File: config.mk
export PLATFORM = sky130hd
export DESIGN_NAME = tdc_meas_ctrl_flat
export DESIGN_NICKNAME = d
export VERILOG_FILES = /design/src/rtl/tdc_meas_ctrl_if.sv /design/src/rtl/tdc_meas_ctrl.sv /design/src/flat_wrapper.sv
export SDC_FILE = /design/constraint.sdc
export NUM_CORES = 1
export LEC_CHECK = 0
export CORE_MARGIN = 2
export CORE_UTILIZATION = 59
export CTS_CLUSTER_DIAMETER = 40
export DETAILED_ROUTE_END_ITERATION = 7
export PLACE_DENSITY = 0.8
export SYNTH_ARGS = -nofsm -noshare
export SYNTH_HDL_FRONTEND = slang
export SYNTH_SLANG_ARGS = --single-unit
File: constraint.sdc
create_clock -name clk -period 5.3 [get_ports clk]
set_input_delay 1.59 -clock clk [delete_from_list [all_inputs] [get_ports clk]]
set_output_delay 1.59 -clock clk [all_outputs]
set_load 0.005 [all_outputs]
File: src/rtl/tdc_meas_ctrl_if.sv
// Readout stream of the TDC measurement sequencer: FIFO head record with valid/ready.
// The master (tdc_meas_ctrl) presents m_data/m_valid; the consumer drives m_ready.
interface tdc_meas_ctrl_if #(
  parameter int REC_W = 32
);
  logic [REC_W-1:0] m_data;
  logic             m_valid;
  logic             m_ready;

  modport master (output m_data, output m_valid, input m_ready);
  modport slave  (input m_data, input m_valid, output m_ready);
endinterface

File: src/rtl/tdc_meas_ctrl.sv
// TDC measurement sequencer: clears the TDC datapath, arms it, waits for the merging done
// pulse or a timeout, and queues the merged word into a small FIFO drained over valid/ready.
// Optional feature macro: TDC_TIMESTAMP_EN adds a free-running timestamp to each record.
`ifndef DIG_OUT
`define DIG_OUT 32
`endif

module tdc_meas_ctrl #(
  parameter int DATA_W    = `DIG_OUT,
  parameter int FIFO_AW   = 3,
  parameter int RST_CYC   = 2,
  parameter int TIMEOUT_W = 16,
  parameter int TS_W      = 16
) (
  input  logic                 clk,
  input  logic                 rst_n,
  input  logic                 en,
  input  logic                 single,
  input  logic [TIMEOUT_W-1:0] timeout_cyc,
  input  logic                 tdc_done,
  input  logic [DATA_W-1:0]    tdc_out,
  output logic                 tdc_irst,
  tdc_meas_ctrl_if.master      m_if,
  output logic                 busy,
  output logic                 timeout_evt,
  output logic                 fifo_ovf,
  input  logic                 clr_ovf,
  output logic [FIFO_AW:0]     fifo_level
);

`ifdef TDC_TIMESTAMP_EN
  localparam int REC_W = TS_W + DATA_W;
`else
  // TS_W stays referenced so both builds share one parameter list
  localparam int REC_W = DATA_W + 0 * TS_W;
`endif
  localparam int DEPTH = 1 << FIFO_AW;
  localparam int LVL_W = FIFO_AW + 1;
  localparam int CLR_W = (RST_CYC > 1) ? $clog2(RST_CYC) : 1;

  typedef enum logic [1:0] {
    S_IDLE,
    S_CLEAR,
    S_ARMED,
    S_CAPTURE
  } state_t;

  state_t               state_q, state_d;
  logic [CLR_W-1:0]     clr_cnt_q, clr_cnt_d;
  logic [TIMEOUT_W-1:0] arm_cnt_q, arm_cnt_d;
  logic [REC_W-1:0]     rec_q, rec_d;
  logic [REC_W-1:0]     rec_in;
  logic                 push;

  logic [REC_W-1:0]     mem_q [DEPTH];
  logic [REC_W-1:0]     mem_d [DEPTH];
  logic [FIFO_AW-1:0]   wr_ptr_q, wr_ptr_d;
  logic [FIFO_AW-1:0]   rd_ptr_q, rd_ptr_d;
  logic [LVL_W-1:0]     level_q, level_d;
  logic                 ovf_q, ovf_d;
  logic                 pop, full, push_ok;

`ifdef TDC_TIMESTAMP_EN
  logic [TS_W-1:0] ts_q, ts_d;

  // Free-running timestamp, wraps modulo 2**TS_W
  always_comb begin
    ts_d = ts_q + TS_W'(1);
  end

  // Timestamp register
  always_ff @(posedge clk or negedge rst_n) begin
    if (!rst_n) ts_q <= '0;
    else        ts_q <= ts_d;
  end

  assign rec_in = {ts_q, tdc_out};
`else
  assign rec_in = tdc_out;
`endif

  // Sequencer state and counters
  always_ff @(posedge clk or negedge rst_n) begin
    if (!rst_n) begin
      state_q   <= S_IDLE;
      clr_cnt_q <= '0;
      arm_cnt_q <= '0;
      rec_q     <= '0;
    end else begin
      state_q   <= state_d;
      clr_cnt_q <= clr_cnt_d;
      arm_cnt_q <= arm_cnt_d;
      rec_q     <= rec_d;
    end
  end

  // Next state, TDC reset, timeout pulse and capture request
  always_comb begin
    state_d     = state_q;
    clr_cnt_d   = clr_cnt_q;
    arm_cnt_d   = arm_cnt_q;
    rec_d       = rec_q;
    push        = 1'b0;
    timeout_evt = 1'b0;
    tdc_irst    = 1'b1;
    unique case (state_q)
      S_IDLE: begin
        if (en || single) begin
          state_d   = S_CLEAR;
          clr_cnt_d = '0;
        end
      end
      S_CLEAR: begin
        if (clr_cnt_q == CLR_W'(RST_CYC - 1)) begin
          state_d   = S_ARMED;
          arm_cnt_d = '0;
        end else begin
          clr_cnt_d = clr_cnt_q + CLR_W'(1);
        end
      end
      S_ARMED: begin
        tdc_irst  = 1'b0;
        arm_cnt_d = arm_cnt_q + TIMEOUT_W'(1);
        if (tdc_done) begin
          rec_d   = rec_in;
          state_d = S_CAPTURE;
        end else if ((timeout_cyc != '0) &&
                     (arm_cnt_q == timeout_cyc - TIMEOUT_W'(1))) begin
          timeout_evt = 1'b1;
          state_d     = en ? S_CLEAR : S_IDLE;
          clr_cnt_d   = '0;
        end
      end
      S_CAPTURE: begin
        push      = 1'b1;
        state_d   = en ? S_CLEAR : S_IDLE;
        clr_cnt_d = '0;
      end
      default: state_d = S_IDLE;
    endcase
  end

  // FIFO bookkeeping: a full FIFO still accepts a push when the head pops in the same cycle
  always_comb begin
    pop      = m_if.m_valid && m_if.m_ready;
    full     = (level_q == LVL_W'(DEPTH));
    push_ok  = push && (!full || pop);
    mem_d    = mem_q;
    wr_ptr_d = wr_ptr_q;
    rd_ptr_d = rd_ptr_q;
    level_d  = level_q;
    if (push_ok) begin
      mem_d[wr_ptr_q] = rec_q;
      wr_ptr_d        = wr_ptr_q + FIFO_AW'(1);
    end
    if (pop) begin
      rd_ptr_d = rd_ptr_q + FIFO_AW'(1);
    end
    if (push_ok && !pop)      level_d = level_q + LVL_W'(1);
    else if (!push_ok && pop) level_d = level_q - LVL_W'(1);
    ovf_d = (ovf_q && !clr_ovf) || (push && !push_ok);
  end

  // FIFO storage, pointers, level and sticky overflow
  always_ff @(posedge clk or negedge rst_n) begin
    if (!rst_n) begin
      mem_q    <= '{default: '0};
      wr_ptr_q <= '0;
      rd_ptr_q <= '0;
      level_q  <= '0;
      ovf_q    <= 1'b0;
    end else begin
      mem_q    <= mem_d;
      wr_ptr_q <= wr_ptr_d;
      rd_ptr_q <= rd_ptr_d;
      level_q  <= level_d;
      ovf_q    <= ovf_d;
    end
  end

  assign m_if.m_data  = mem_q[rd_ptr_q];
  assign m_if.m_valid = (level_q != '0);
  assign busy         = (state_q != S_IDLE);
  assign fifo_ovf     = ovf_q;
  assign fifo_level   = level_q;

endmodule

File: src/flat_wrapper.sv
// flat-port wrapper written by rule: the top's interface ports become plain ports
module tdc_meas_ctrl_flat 
#(
  parameter int DATA_W    = `DIG_OUT,
  parameter int FIFO_AW   = 3,
  parameter int RST_CYC   = 2,
  parameter int TIMEOUT_W = 16,
  parameter int TS_W      = 16
)
  (clk, rst_n, en, single, timeout_cyc, tdc_done, tdc_out, tdc_irst, busy, timeout_evt, fifo_ovf, clr_ovf, fifo_level, m_if_m_data, m_if_m_valid, m_if_m_ready);
  tdc_meas_ctrl_if #(.REC_W((DATA_W))) m_if_i ();
  input  logic clk;
  input  logic rst_n;
  input  logic en;
  input  logic single;
  input  logic [TIMEOUT_W-1:0] timeout_cyc;
  input  logic tdc_done;
  input  logic [DATA_W-1:0] tdc_out;
  output logic tdc_irst;
  output logic busy;
  output logic timeout_evt;
  output logic fifo_ovf;
  input  logic clr_ovf;
  output logic [FIFO_AW:0] fifo_level;
  output wire logic [$bits(m_if_i.m_data)-1:0] m_if_m_data;
  output wire logic [$bits(m_if_i.m_valid)-1:0] m_if_m_valid;
  input wire logic [$bits(m_if_i.m_ready)-1:0] m_if_m_ready;
  assign m_if_m_data = m_if_i.m_data;
  assign m_if_m_valid = m_if_i.m_valid;
  assign m_if_i.m_ready = m_if_m_ready;
  tdc_meas_ctrl #(.DATA_W(DATA_W), .FIFO_AW(FIFO_AW), .RST_CYC(RST_CYC), .TIMEOUT_W(TIMEOUT_W), .TS_W(TS_W)) u_core (.clk(clk), .rst_n(rst_n), .en(en), .single(single), .timeout_cyc(timeout_cyc), .tdc_done(tdc_done), .tdc_out(tdc_out), .tdc_irst(tdc_irst), .m_if(m_if_i), .busy(busy), .timeout_evt(timeout_evt), .fifo_ovf(fifo_ovf), .clr_ovf(clr_ovf), .fifo_level(fifo_level));
endmodule
==> flow_summary_export.csv <==
group,metric,value,unit
drt,drtIter0Drc,657,
global_route,grt_pass1_vias,9329,
logic_synthesis,synth_top_family_by_area,"multiplexers",
critical_path,path_max_fanout,6,
logic_synthesis,synth_fa_ha_area_share,0.821,%
drt,dr.pass1.iters,5,
clock_tree,clock_path_buffers,3,
global_route,met3_usage,4.62,%
run_status,status,"complete, no violations",
critical_path,worstSetupPathType,"primary input to output pin",
logic_synthesis,synth-edff-count,0,
floorplanning,initial_utilization,60.2,%
timing,finalSetupViolations,0,
timing,final.period_utilization,98.1,%
global_route,antenna_found_initial,0,
floorplanning,die_width,162,um
drt,vias,8856,
clock_tree,clock_latency,0.53,ns
global_route,globalRoute.busiestLayer,"met2",
timing,clock_skew,0.0180,ns
logic_synthesis,syn-num-nets,1036,
critical_path,r2r_slack,2.70,ns
placement,dpl.cell_count,1391,
logic_synthesis,netlist_instances,972,
power,power,11.3,mW
logic_synthesis,synth_area_per_cell,15.1,sq um
floorplanning,die_area,0.0261,sq mm
worst_hold_path,hp-class,"flip-flop to flip-flop",
logic_synthesis,synthesis.area,0.0146,sq mm
logic_synthesis,synth_compound_area_share,2.39,%
layout,drive_gt1_share,48.2,%
power,p_per_area,633,mW/mm^2
clock_tree,root_buffer,"clkbuf_16",
layout,area_growth,22.0,%
critical_path,required,3.71,ns
global_route,grtUsageMet2,41.6,%
logic_synthesis,async_flop_share,100,%
critical_path,cp-start-kind,"primary input",
drt,ant_nets,0,
clock_tree,holdBufCountCts,0,
logic_synthesis,synthSimpleGateAreaFrac,4.12,%
timing,slew-limit-headroom,25.6,%
placement,hpwl,18900,um
global_route,grt_remaining_overflow,0,
drt,routed_wl,31400,um
timing,period_minus_slack,5.20,ns
clock_tree,cts_buffers,43,
clock_tree,cts.sinks,318,
layout,fillers,1502,
floorplanning,ios,96,
logic_synthesis,ys_ff_latch,318,
floorplanning,core-area,0.0243,sq mm
placement,io_buffers,95,
critical_path,crit_path_end_kind,"output pin",
timing,final_hold_viol_count,0,
layout,diodes,0,
floorplanning,die_h,162,um
timing,clock.fmax,192,MHz
layout,fin_nets,1181,
floorplanning,row_count,57,
drt,routedWlPerCell,21.3,um
timing,maxSlewViolCount,0,
placement,gp_congestion,0.848,
timing,worst_pin_slew,1.11,ns
power,leakage,7.92,nW
critical_path,cp.arrival,3.61,ns
layout,layout_common_cells,"mux2_2 (321), dfrtp_1 (316), clkdlybuf4s50_1 (81)",
global_route,grt_pass1_wl,51200,um
global_route,grt_max_degree,119,
logic_synthesis,synth_cell_types,51,
global_route,met1_usage,34.1,%
logic_synthesis,synth-xor-area-share,1.62,%
logic_synthesis,yosys_most_used_dff,"dfrtp_1",
drt,via_per_inst,6.01,
power,ir_drop,356,uV
run,drv_cap,0,
logic_synthesis,yosys_warnings,0,
logic_synthesis,synth-seq-area-share,54.4,%
clock_tree,htree_num_levels,2,
layout,fin_cells,1474,
clock_tree,tritoncts,"done",
global_route,grt_usage,25.0,%
layout,utilization,73.4,%
layout,layout_commonest_cell,"mux2_2",
logic_synthesis,muxShareOfSynthArea,34.8,%
drt,route.detailed.drc,0,
clock_tree,clk_pin_slew,0.06,ns
cell type report:
cell class / count / area, sq um / area share (%)
flip-flops and latches: 318 / 7960 / 44.6
multi-input cells: 592 / 6500 / 36.4
repair buffers: 155 / 1460 / 8.15
clock buffers: 50 / 1170 / 6.58
well taps: 324 / 405 / 2.27
clock inverters: 28 / 328 / 1.84
inverters: 7 / 26.3 / 0.147
where the power goes:
group,leakage [nW],total [mW],switching (mW),internal (mW)
Clock,0.718,2.96,1.14,1.82
Combinational,3.16,3.87,1.32,2.55
Sequential,4.04,4.47,0.954,3.52
Total,7.92,11.3,3.41,7.90
path summary, 6_finish.rpt:
| check | from | end | cells after the start |
|---|---|---|---|
| setup / recovery | timeout_cyc[5] | timeout_evt | 10 |
| hold / removal | u_core.mem_q[231] | u_core.mem_q[231] | 1 |
| setup reg to reg | u_core.fifo_level[0] | u_core.fifo_level[3] | 12 |
| hold reg to reg | u_core.mem_q[231] | u_core.mem_q[231] | 1 |
| max in group asynchronous | rst_n | u_core.mem_q[103] | 2 |
| min in group asynchronous | rst_n | u_core.fifo_level[0] | 1 |
state kept, by name, summed over array words and instances, names as in the netlist:
register and cells:
u_core.mem_q 256, u_core.rec_q 32, u_core.arm_cnt_q 16, u_core.fifo_level 4, u_core.rd_ptr_q 3, u_core.wr_ptr_q 3, u_core.state_q 2, u_core.clr_cnt_q 1
u_core.fifo_ovf 1
layer usage:
metal	vias to the layer above	wire length (um)
met5	-	0
met4	0	660
met3	51	1390
met2	204	15700
met1	4675	13600
li1	3926	-
synth_stat cells (4+ instances only):
cell      count  area, sq um
nand3_1       6         30.0
ha_1          8          100
o22ai_1       4         25.0
nor2_1       26         97.6
inv_1         6         22.5
nand2_1      21         78.8
mux2_2      321         3610
buf_2        31          155
xnor2_1      17          149
nand4_1       8         50.1
nand2b_1      6         37.5
mux4_2       64         1440
xor2_1       10         87.6
a21oi_1       8         40.0
and3_1        5         31.3
o21ai_0      34          170
nor4_1        4         25.0
nor3_1        5         25.0
clkbuf_1     21         78.8
dfrtp_1     318         7960
a31oi_1       6         37.5
logic make-up after synthesis:
logic type | count (synthesis)
muxes | 389
and+or+nand+nor | 106
DFF | 318
buffers and inverters | 62
AOI/OAI and AO/OA | 61
adders and majority gates | 9
xor gates and xnor gates | 27
per-stage QoR:
step                      instance area (sq um)  setup TNS, ns  hold WS, ns  worst slack, ns
after floorplan                           14600              0        0.453            0.266
after CTS                                 17800              0        0.495           0.0142
after global routing                      17900        -0.0269        0.508          -0.0269
after detailed placement                  16300         -0.728        0.480           -0.728
final                                     17900              0        0.493            0.101
after global placement                    16300         -0.672        0.471           -0.672
critical path, cell delays in order:
cell	delay [ns]
dlygate4sd2_1	0.27
nor4_4	0.20
buf_4	0.18
a31oi_2	0.09
or4b_1	0.52
o211ai_2	0.09
nand4_2	0.10
or2_4	0.26
nor3_2	0.16
buf_2	0.14
repair_timing:
action | 4_1_cts | 5_1_grt
gates resized for setup | 16 | 21
buffers inserted | 2 | 3
endpoints found under the setup margin | 1 | 1
pin swaps | 4 | 9
hold endpoints to repair | 0 | 0
gates cloned | 0 | 0
(Power assumes the default switching activity.)
==> edit 1: new RTL, config.mk and constraints unchanged <==
`RST_CYC` is set to 2 in 2 places; all go to 4.
--- a/src/rtl/tdc_meas_ctrl.sv
+++ b/src/rtl/tdc_meas_ctrl.sv
@@ -8,7 +8,7 @@
 module tdc_meas_ctrl #(
   parameter int DATA_W    = `DIG_OUT,
   parameter int FIFO_AW   = 3,
-  parameter int RST_CYC   = 2,
+  parameter int RST_CYC   = 4,
   parameter int TIMEOUT_W = 16,
   parameter int TS_W      = 16
 ) (
--- a/src/flat_wrapper.sv
+++ b/src/flat_wrapper.sv
@@ -3,7 +3,7 @@
 #(
   parameter int DATA_W    = `DIG_OUT,
   parameter int FIFO_AW   = 3,
-  parameter int RST_CYC   = 2,
+  parameter int RST_CYC   = 4,
   parameter int TIMEOUT_W = 16,
   parameter int TS_W      = 16
 )
Formal check against the unedited RTL: not equivalent (a bounded check fails within 4 cycles, from zero or initial values and one cycle with rst_n low).
==> edit 1 against the original RTL <==
- routed wire length decreased by 2.8%
- setup slack improved by 0.060 ns
- final cell count decreased by 0.54%
- sequential cell count increased by 1
- area after synthesis increased by 0.57%
- register-to-register slack got worse by 0.52 ns
- final area decreased by 0.20%
- power decreased by 11%
- core utilization decreased by 0.36 points
- clock skew increased by 0.0043 ns
- synthesized cell count decreased by 0.82%
- critical path type unchanged
==> edit 1: results (changes against the original RTL) <==
| Parameter | This run | vs unedited |
| --- | --- | --- |
| Fraction of the cycle the final worst path needs | 97.0% | -1.1 points |
| Clock buffers created by TritonCTS | 41 | -4.7% |
| Net count, final | 1175 | -0.51% |
| Global-route met1 utilization | 33.6% | -0.52 points |
| Pre-antenna DRT Iters | 4 | -1 |
| Capture instance of the worst register-to-register path | u_core.mem_q[199] |  |
| Seq/total area | 44.8% | +0.24 points |
| Iteration-0 DRC count of the detailed router | 528 | -20% |
| Cell with the largest stage delay on the worst path | or4_4 |  |
| Worst Hold End | u_core.mem_q[234] |  |
| Stage delay of the slowest cell on the critical path | 0.59 ns | +0.07 ns |
| Buffer count excluding the clock tree in the final layout | 156 | +0.65% |
| Fin cells | 1466 | -0.54% |
| Max VDD drop | 0.321 mV | -9.8% |
| Non-Clock Buffer Area Fraction | 8.28% | +0.14 points |
| Inverters | 8 | +1 |
| Share of post-route cells with drive strength above 1 | 24.5% | -24 points |
| Total wire length after detailed routing | 30.5 mm | -2.8% |
| Met3 Use GR | 4.06% | -0.56 points |
| Clock network area share | 7.81% | -0.60 points |
| # placed instances | 1386 | -0.36% |
| Area of placed instances | 16300 um^2 | +0.50% |
| HP Start | u_core.mem_q[234] |  |
| Setup slack at placement | -0.380 ns | +0.348 ns |
| Weighted congestion at the end of routability-driven global placement | 0.829 | -2.3% |
| Clock sinks | 319 | +0.31% |
| Seq/Total Area, Yosys | 54.2% | -0.14 points |
| Run status | finished clean |  |
| Global routing usage on met2 | 40.6% | -1.0 points |
-- edit 1: worst max path at each step --
stage	from	to
5_1_grt	timeout_cyc[4]	timeout_evt
6_report	timeout_cyc[4]	timeout_evt
4_1_cts	timeout_cyc[2]	timeout_evt
2_1_floorplan	timeout_cyc[7]	timeout_evt
3_5_place_dp	timeout_cyc[3]	timeout_evt
3_3_place_gp	timeout_cyc[2]	timeout_evt
-- edit 1: report_power, final --
group,internal (W),switching [W],total (W)
Sequential,0.00339,0.000912,0.00430
Combinational,0.00192,0.00103,0.00295
Clock,0.00169,0.00108,0.00277
-- edit 1: worst reg2reg max path: stages, from the launching register on --
cell and delay, ns:
dfrtp_1 0.49, nand2_1 0.18, nor2b_1 0.61, nand2b_2 0.29, nor3b_4 0.65, buf_4 0.40, mux2_1 0.36
-- edit 1: what timing repair did --
item,4_1_cts,5_1_grt
hold endpoints to repair,0,0
pin swaps,3,10
endpoints found under the setup margin,1,1
resized for setup,6,7
buffers inserted,2,3
==> edit 2: new RTL, same settings <==
Without the edit above. The 4 states of `state_t` get a one-hot encoding in 4 bits.
--- a/src/rtl/tdc_meas_ctrl.sv
+++ b/src/rtl/tdc_meas_ctrl.sv
@@ -38,11 +38,11 @@
   localparam int LVL_W = FIFO_AW + 1;
   localparam int CLR_W = (RST_CYC > 1) ? $clog2(RST_CYC) : 1;
 
-  typedef enum logic [1:0] {
-    S_IDLE,
-    S_CLEAR,
-    S_ARMED,
-    S_CAPTURE
+  typedef enum logic [3:0] {
+    S_IDLE    = 4'b0001,
+    S_CLEAR   = 4'b0010,
+    S_ARMED   = 4'b0100,
+    S_CAPTURE = 4'b1000
   } state_t;
 
   state_t               state_q, state_d;
Behaviour: no difference found for any inputs over 4 cycles, from zero or initial values and one cycle with rst_n low; so few cycles prove little.
==> edit 2 against the original RTL <==
- non-clock buffer count down 8
- final cell count up 1.4%
- area after synthesis grew 2.0%
- critical path type unchanged
- routed wire length up 0.81%
- maximum frequency is 0.99% lower
- register-to-register slack lost 0.19 ns
- final area is 0.95% higher
- setup slack lost 0.052 ns
- largest cell class unchanged
- sequential cell count rose by 2
Power is not compared: it rests on default switching activity, and its combinational part moved more than twofold at a synthesized area within 25%.
==> edit 2: results (changes against the original RTL) <==
| Parameter | This run | vs unedited |
| --- | --- | --- |
| Initial antenna violation count | 2 | +2 |
| Total wire length after detailed routing | 31.7 mm | +0.81% |
| HPWL after DPL | 19.3 mm | +2.5% |
| Peak fanout along the critical path | 3 | -3 |
| FF-to-FF path depth | 6 | -6 |
| Clock buffers created by TritonCTS | 42 | -2.3% |
| Setup slack of the worst register-to-register path | 2.51 ns | -0.19 ns |
| Post-route met1 wirelength | 13.5 mm | -0.88% |
| Setup skew after layout | 0.0271 ns | +0.00906 ns |
| First-pass GRT wire length | 51.3 mm | +0.19% |
| Net count, final | 1194 | +1.1% |
| Highest metal layer used by the detailed router | met4 |  |
| Number of global-route vias before repair | 9567 | +2.6% |
| Largest registers | u_core.mem_q (256), u_core.rec_q (32), u_core.arm_cnt_q (16) |  |
| Worst slew margin relative to its limit | 32.5% | +6.9 points |
| Data arrival time at the worst-slack endpoint | 3.66 ns | +0.05 ns |
| Run status | finished clean |  |
| Cell with the largest stage delay on the worst path | clkdlybuf4s50_1 |  |
| Iteration-0 DRC count of the detailed router | 614 | -6.5% |
| Worst Hold Margin | 0.495 ns | +0.00164 ns |
| Stage delay of the slowest cell on the critical path | 0.43 ns | -0.09 ns |
| Crit path from | timeout_cyc[7] |  |
| Share of post-route cells with drive strength above 1 | 46.2% | -2.0 points |
| Seq/Total Area, Yosys | 53.6% | -0.74 points |
| Via density | 6.05 | +0.67% |
| Weighted congestion at the end of routability-driven global placement | 0.855 | +0.78% |
| Wire length on met2 | 16.0 mm | +1.4% |
| Unique cell type count in the Yosys netlist | 56 | +9.8% |
| Area of placed instances | 16500 um^2 | +1.3% |
| Clock Latency Late Sink | 0.53 ns | about the same |
| All-Layer GR Usage | 24.9% | -0.077 points |
| Leading cell types by total area after synthesis | dfrtp_1 (53%), mux2_2 (24%), mux4_2 (9.7%) |  |
| Post-synth top cells | mux2_2 (320), dfrtp_1 (319), mux4_2 (64), nand2_1 (27), buf_2 (25) |  |
| HP Start | u_core.mem_q[195] |  |
| Post-Syn Nets | 1059 | +2.2% |
| Asr flop ratio synth | 100% | unchanged |
| Worst R2R Start | u_core.state_q[1] |  |
| Pin count of the biggest net entering global routing | 187 | +57% |
| Met3 layer wire length in the routed design | 1.50 mm | +8.0% |
==> edit 2: changes by cell type in the layout (fill, tap and decap cells not counted), sizes merged, moves of 4 or more <==
cell and delta:
buf -9, clkdlybuf4s50 +8, clkinvlp -5, inv +9
mux2i +4, nand2 +6, nand3 +13, nand3b +5
nand4 -5, nor2 -10, nor3 +6, o21ai -20
o31ai +6
==> edit 2: final timing paths <==
kind,endpoint
worst max-delay path,timeout_evt
worst min-delay path,u_core.mem_q[195]
worst max register to register,u_core.mem_q[198]
worst min register to register,u_core.mem_q[195]
max in group asynchronous,u_core.mem_q[207]
min in group asynchronous,u_core.mem_q[66]
==> edit 2: worst max-delay path: cells and delay by family <==
| kind | cells | cell delay (ns) |
|---|---|---|
| AND/OR/NAND/NOR | 4 | 0.73 |
| buffers and inverters | 4 | 0.99 |
| AO/OA/AOI/OAI | 1 | 0.34 |
==> edit 2: metrics by stage <==
stage	instances	TNS, ns	power, W	setup slack (ns)
detailed placement	1412	-0.314	0.00430	-0.314
finish	1495	0	0.00714	0.0491
CTS	1490	0	0.00719	0.0559
global route	1493	0	0.00745	0.00452
floorplan	995	0	0.00380	0.724
global placement	1412	-0.292	0.00428	-0.292
==> edit 2: timing repair <==
action                     CTS  global route
pin swaps                    2             2
gates resized for setup     17             5
setup buffers                1             3
setup endpoints to repair    1             1
==> edit 2: cells by family after synthesis <==
logic type      synth area share (%)
compound gates                  2.47
fa+ha+maj                      0.804
mux                             34.4
buf+inv                         2.27
simple gates                    4.88
flops                           53.6
xor+xnor                        1.52
==> edit 2: cell type report <==
class / instances / area (um^2)
diodes: 2 / 5.00
clock buffers: 53 / 1170
clock inverters: 24 / 274
fillers: 1655 / 7010
inverters: 12 / 45.0
multi-input cells: 607 / 6670
flip-flops and latches: 320 / 8010
well taps: 330 / 413
repair buffers: 147 / 1440
==> edit 2: report_power, final <==
part | internal (W) | switching [W] | leakage [nW]
clock network | 0.00175 | 0.00112 | 0.708
registers | 0.00266 | 0.000477 | 4.41
logic | 0.000635 | 0.000492 | 3.42
total | 0.00505 | 0.00209 | 8.54
==> edit 2: layer usage <==
metal	GRT usage (%)	up-vias
met5	0	-
met4	7.24	0
met3	4.37	56
met2	41.8	217
met1	33.7	4773
li1	-	3996
